--- config.mk ---
export PLATFORM = sky130hd
export DESIGN_NAME = eightbit_acc_ctrl
export DESIGN_NICKNAME = d
export VERILOG_FILES = /design/src/rtl/eightbit_acc_ctrl.sv
export SDC_FILE = /design/constraint.sdc
export NUM_CORES = 1
export LEC_CHECK = 0
export ABC_AREA = 1
export BUFFER_PORTS_ARGS = -buffer_cell sky130_fd_sc_hd__buf_2
export CAP_MARGIN = 20
export CORE_AREA = 2 2 65 73
export CTS_BUF_LIST = sky130_fd_sc_hd__clkbuf_8 sky130_fd_sc_hd__clkbuf_16
export DETAILED_ROUTE_END_ITERATION = 8
export DIE_AREA = 0 0 67 75
export GPL_TIMING_DRIVEN = 0
export PLACE_DENSITY = 0.75
export SLEW_MARGIN = 20
export SYNTH_ARGS = -nofsm -noshare
export SYNTH_HDL_FRONTEND = slang
export SYNTH_SLANG_ARGS = --single-unit
--- constraint.sdc ---
create_clock -name clk -period 1.75 [get_ports clk]
set_input_delay 0.2625 -clock clk [delete_from_list [all_inputs] [get_ports clk]]
set_output_delay 0.2625 -clock clk [all_outputs]
set_load 0.03 [all_outputs]
--- src/rtl/eightbit_acc_ctrl.sv ---
// Accumulator controller feeding an 8-bit combinational ALU; one command in flight at a time.
// Accept at edge N, response valid in cycle N+2; res_* held stable while res_ready is low.
module eightbit_acc_ctrl #(
    parameter int WIDTH = 8
) (
    input  logic             clk,
    input  logic             reset,
    input  logic             cmd_valid,
    output logic             cmd_ready,
    input  logic [2:0]       cmd_op,
    input  logic [WIDTH-1:0] cmd_data,
    output logic [1:0]       alu_sel,
    output logic [WIDTH-1:0] alu_a,
    output logic [WIDTH-1:0] alu_b,
    input  logic [WIDTH-1:0] alu_f,
    input  logic             alu_ovf,
    output logic             res_valid,
    input  logic             res_ready,
    output logic [WIDTH-1:0] res_data,
    output logic             res_ovf,
    output logic             res_err,
    output logic             sticky_ovf,
    output logic [7:0]       cmd_count
);

    localparam logic [2:0] OP_LOAD = 3'd0;
    localparam logic [2:0] OP_ADD  = 3'd1;
    localparam logic [2:0] OP_NOT  = 3'd2;
    localparam logic [2:0] OP_AND  = 3'd3;
    localparam logic [2:0] OP_OR   = 3'd4;
    localparam logic [2:0] OP_READ = 3'd5;
    localparam logic [2:0] OP_CLR  = 3'd6;
    localparam logic [2:0] OP_ILL  = 3'd7;

    typedef enum logic [1:0] {IDLE, EXEC, RESP} state_t;

    state_t           state, state_nxt;
    logic             accept, done;
    logic [2:0]       op_q;
    logic [WIDTH-1:0] data_q;
    logic [WIDTH-1:0] acc, acc_nxt;
    logic             ovf_nxt;
    logic             is_alu_op;
    logic [1:0]       sel_nxt;

    assign cmd_ready = (state == IDLE);
    assign res_valid = (state == RESP);

    always_ff @(posedge clk) begin
        if (reset) state <= IDLE;
        else       state <= state_nxt;
    end

    always_comb begin
        state_nxt = state;
        accept    = 1'b0;
        done      = 1'b0;
        case (state)
            IDLE: if (cmd_valid) begin
                accept    = 1'b1;
                state_nxt = EXEC;
            end
            EXEC: state_nxt = RESP;
            RESP: if (res_ready) begin
                done      = 1'b1;
                state_nxt = IDLE;
            end
            default: state_nxt = IDLE;
        endcase
    end

    // ALU select decode for the incoming command
    always_comb begin
        is_alu_op = 1'b1;
        sel_nxt   = 2'd0;
        case (cmd_op)
            OP_ADD:  sel_nxt = 2'd0;
            OP_NOT:  sel_nxt = 2'd1;
            OP_AND:  sel_nxt = 2'd2;
            OP_OR:   sel_nxt = 2'd3;
            default: is_alu_op = 1'b0;
        endcase
    end

    // Result of the latched command, evaluated during EXEC
    always_comb begin
        acc_nxt = acc;
        ovf_nxt = 1'b0;
        case (op_q)
            OP_LOAD: acc_nxt = data_q;
            OP_ADD: begin
                acc_nxt = alu_f;
                ovf_nxt = alu_ovf;
            end
            OP_NOT, OP_AND, OP_OR: acc_nxt = alu_f;
            default: acc_nxt = acc;
        endcase
    end

    always_ff @(posedge clk) begin
        if (reset) begin
            op_q       <= OP_LOAD;
            data_q     <= '0;
            acc        <= '0;
            alu_sel    <= 2'd0;
            alu_a      <= '0;
            alu_b      <= '0;
            res_data   <= '0;
            res_ovf    <= 1'b0;
            res_err    <= 1'b0;
            sticky_ovf <= 1'b0;
            cmd_count  <= 8'd0;
        end else begin
            if (accept) begin
                op_q   <= cmd_op;
                data_q <= cmd_data;
                if (is_alu_op) begin
                    alu_sel <= sel_nxt;
                    alu_a   <= acc;
                    alu_b   <= cmd_data;
                end
            end
            if (state == EXEC) begin
                acc        <= acc_nxt;
                res_data   <= acc_nxt;
                res_ovf    <= ovf_nxt;
                res_err    <= (op_q == OP_ILL);
                sticky_ovf <= (op_q == OP_CLR) ? 1'b0 : (sticky_ovf | ovf_nxt);
            end
            if (done) cmd_count <= cmd_count + 8'd1;
        end
    end

endmodule

==> flow_metrics.env <==
export IMPL_synth_top_area_frac=0.475
export IMPL_rrSetupSlack_ns=0.40
export IMPL_cap_violations=0
export IMPL_synth_edf_count=0
export IMPL_cts_made_buffers=5
export IMPL_io_buffers=61
export IMPL_num_rows=25
export IMPL_yosys_top_cells_area="dfxtp_1 (48%), nor2_1 (14%), nand3_1 (6.2%)"
export IMPL_stdcell_count=410
export IMPL_fp_dieH_um=75
export IMPL_start_kind="register"
export IMPL_ioPinCount=63
export IMPL_grt_ovfl_total=0
export IMPL_crit_arrival_ns=1.23
export IMPL_cts_sinks=50
export IMPL_final_common_cell="nor2_1"
export IMPL_vias=1940
export IMPL_grt_pass1_wl_mm=7.56
export IMPL_place_worst_setup_slack_ns=0.286
export IMPL_vias_per_cell=4.73
export IMPL_rsz0062_at_grt="false"
export IMPL_drc=0
export IMPL_drive_gt1_frac=0.230
export IMPL_ys_ff_latch=50
export IMPL_crit_slowest_cell="dfxtp_1"
export IMPL_timing_final_ws_setup_ns=0.260
export IMPL_syn_area_per_cell_um2=7.32
export IMPL_coreArea_um2=4250
export IMPL_synth_ff_type="dfxtp_1"
export IMPL_dieArea_um2=5030
export IMPL_clock_latency_ns=0.31
export IMPL_worstMarginPinSlew_ns=0.506
export IMPL_hpwl_mm=3.48
export IMPL_synth_nets=313
export IMPL_antenna_left=0
export IMPL_ys_warn_count=0
export IMPL_holdWs_ns=0.207
export IMPL_grt_max_degree=16
export IMPL_critPathBufInv=2
export IMPL_drtIter0Drc=107
export IMPL_powerDensity_nw_per_um2=982
export IMPL_min_path_type="input pin to register"
export IMPL_finalHoldViolations=0
export IMPL_yosysSeqAreaShare=0.475
export IMPL_clock_fmax_ghz=0.671
export IMPL_cts_tree="yes"
export IMPL_async_reset_ff_frac=0
export IMPL_vdd_drop_max_mv=0.730
export IMPL_final_cell_mix="nor2_1 (80), buf_2 (61), dfxtp_1 (50), nand2_1 (33), inv_1 (28)"
export IMPL_cts_root_buf="clkbuf_8"
export IMPL_crit_family="flip-flops"
export IMPL_p_leak_nw=1.26
export IMPL_clk_pin_slew_ns=0.09
export IMPL_grt_pass1_vias=1721
export IMPL_required_ns=1.49
export IMPL_synth_cells=288
export IMPL_yosysUniqueCellTypes=29
export IMPL_htree_levels=2
export IMPL_cts_resized=0
export IMPL_antenna_found_initial=0
export IMPL_drv_slew=0
export IMPL_period_minus_slack_ns=1.49
export IMPL_wirelength_mm=4.60
export IMPL_path_max_fanout=4
export IMPL_slew_headroom=0.663
export IMPL_die_w_um=67
export IMPL_fin_crit_sh=0.851
export IMPL_fillers=406
export IMPL_wire_per_inst_um=11.2
export IMPL_fin_skew_ns=0.00747
export IMPL_gp_congestion=0.801
export IMPL_final_nets=381
export IMPL_holdBufCountCts=0
export IMPL_setup_violations=0
export IMPL_cts_setup_buffers=0
export IMPL_totalNegativeSetupSlack_ns=0
export IMPL_grt_usage=0.201
export IMPL_insertedDiodeCount=0
export IMPL_clockBufferDepth=2
export IMPL_start_util=0.495
export IMPL_crit_chain="inv_1 -> nor2_1 -> buf_2"
export IMPL_outcome="finished clean"
export IMPL_critical_path_class="register to output pin"
export IMPL_syn2layout_area_growth_pct=22.8
export IMPL_dpl_cell_count=403
export IMPL_end_kind="output pin"
export IMPL_slowest_delay_ns=0.45
export IMPL_first_pass_iters=5
export IMPL_yosysTopAreaCell="dfxtp_1"
export IMPL_syn_cell_area_um2=2110
power by group:
part / internal (mW) / switching (mW) / leakage, nW
Combinational: 0.160 / 0.320 / 0.794
Sequential: 1.21 / 0.0459 / 0.410
Clock: 0.421 / 0.382 / 0.0542
Total: 1.79 / 0.748 / 1.26
worst register-to-register path, stage by stage, from the launching register on:
cell	delay, ns
dfxtp_1	0.38
nor2_4	0.15
nand2_4	0.10
inv_6	0.11
nand3_4	0.14
buf_6	0.18
o21ai_0	0.14
nor2_1	0.06
sequential cells by signal, summed over array words and instances (netlist names):
register and count:
alu_b 8, alu_a 8, acc 8, res_ovf 1, cmd_count 8, sticky_ovf 1, alu_sel 2, data_q 8
res_err 1, op_q 3, state 2
per-layer routing:
layer / track usage / wire length, µm / vias to the layer above
li1: - / - / 1045
met3: 0.0553 / 250 / 7
met2: 0.345 / 2130 / 49
met1: 0.246 / 2150 / 839
met5: 0 / 0 / -
met4: 0.0612 / 67 / 0
cell type report:
cell class | instances | area, µm² | share of cell area
Buffer | 11 | 76.3 | 0.0295
Sequential cell | 50 | 1000 | 0.387
Clock buffer | 5 | 68.8 | 0.0266
Timing Repair Buffer | 61 | 305 | 0.118
Inverter | 31 | 126 | 0.0488
Clock inverter | 2 | 38.8 | 0.0150
Multi-Input combinational cell | 196 | 903 | 0.349
Tap cell | 54 | 67.6 | 0.0261
kinds of logic (layout without fill, tap and decap cells):
group / Yosys count / count (layout) / share of synthesized area
adders and majority gates: 1 / 1 / 0.00594
AOI/OAI and AO/OA: 44 / 44 / 0.110
and+or+nand+nor: 150 / 150 / 0.308
buffers and inverters: 42 / 110 / 0.0962
DFF: 50 / 50 / 0.475
xor gates and xnor gates: 1 / 1 / 0.00416
path summary, 6_finish.rpt:
path / depth (start not counted) / startpoint / end
max: 3 / state[1] / res_valid
min: 3 / cmd_data[7] / alu_b[7]
max reg2reg: 7 / state[1] / alu_a[2]
min reg2reg: 2 / alu_a[6] / alu_a[6]
synth_stat cells, types with 2 or more instances:
cell type / instances
nand3_2: 2
nor3_1: 2
nor2_1: 80
nand2_1: 33
o21ai_1: 6
nand3_1: 26
o21ai_0: 25
inv_6: 2
dfxtp_1: 50
inv_1: 28
a21oi_1: 8
nor2_2: 2
clkbuf_1: 7
buf_6: 2
per-stage QoR:
step            util  power [mW]  instance area, µm²
6_report       0.608        2.54                2590
5_1_grt        0.608        2.67                2590
3_5_place_dp   0.583        1.77                2480
2_1_floorplan      -        1.63                2110
4_1_cts        0.608        2.56                2590
3_3_place_gp   0.583        1.76                2480
Power figures use the tool's default switching activity.
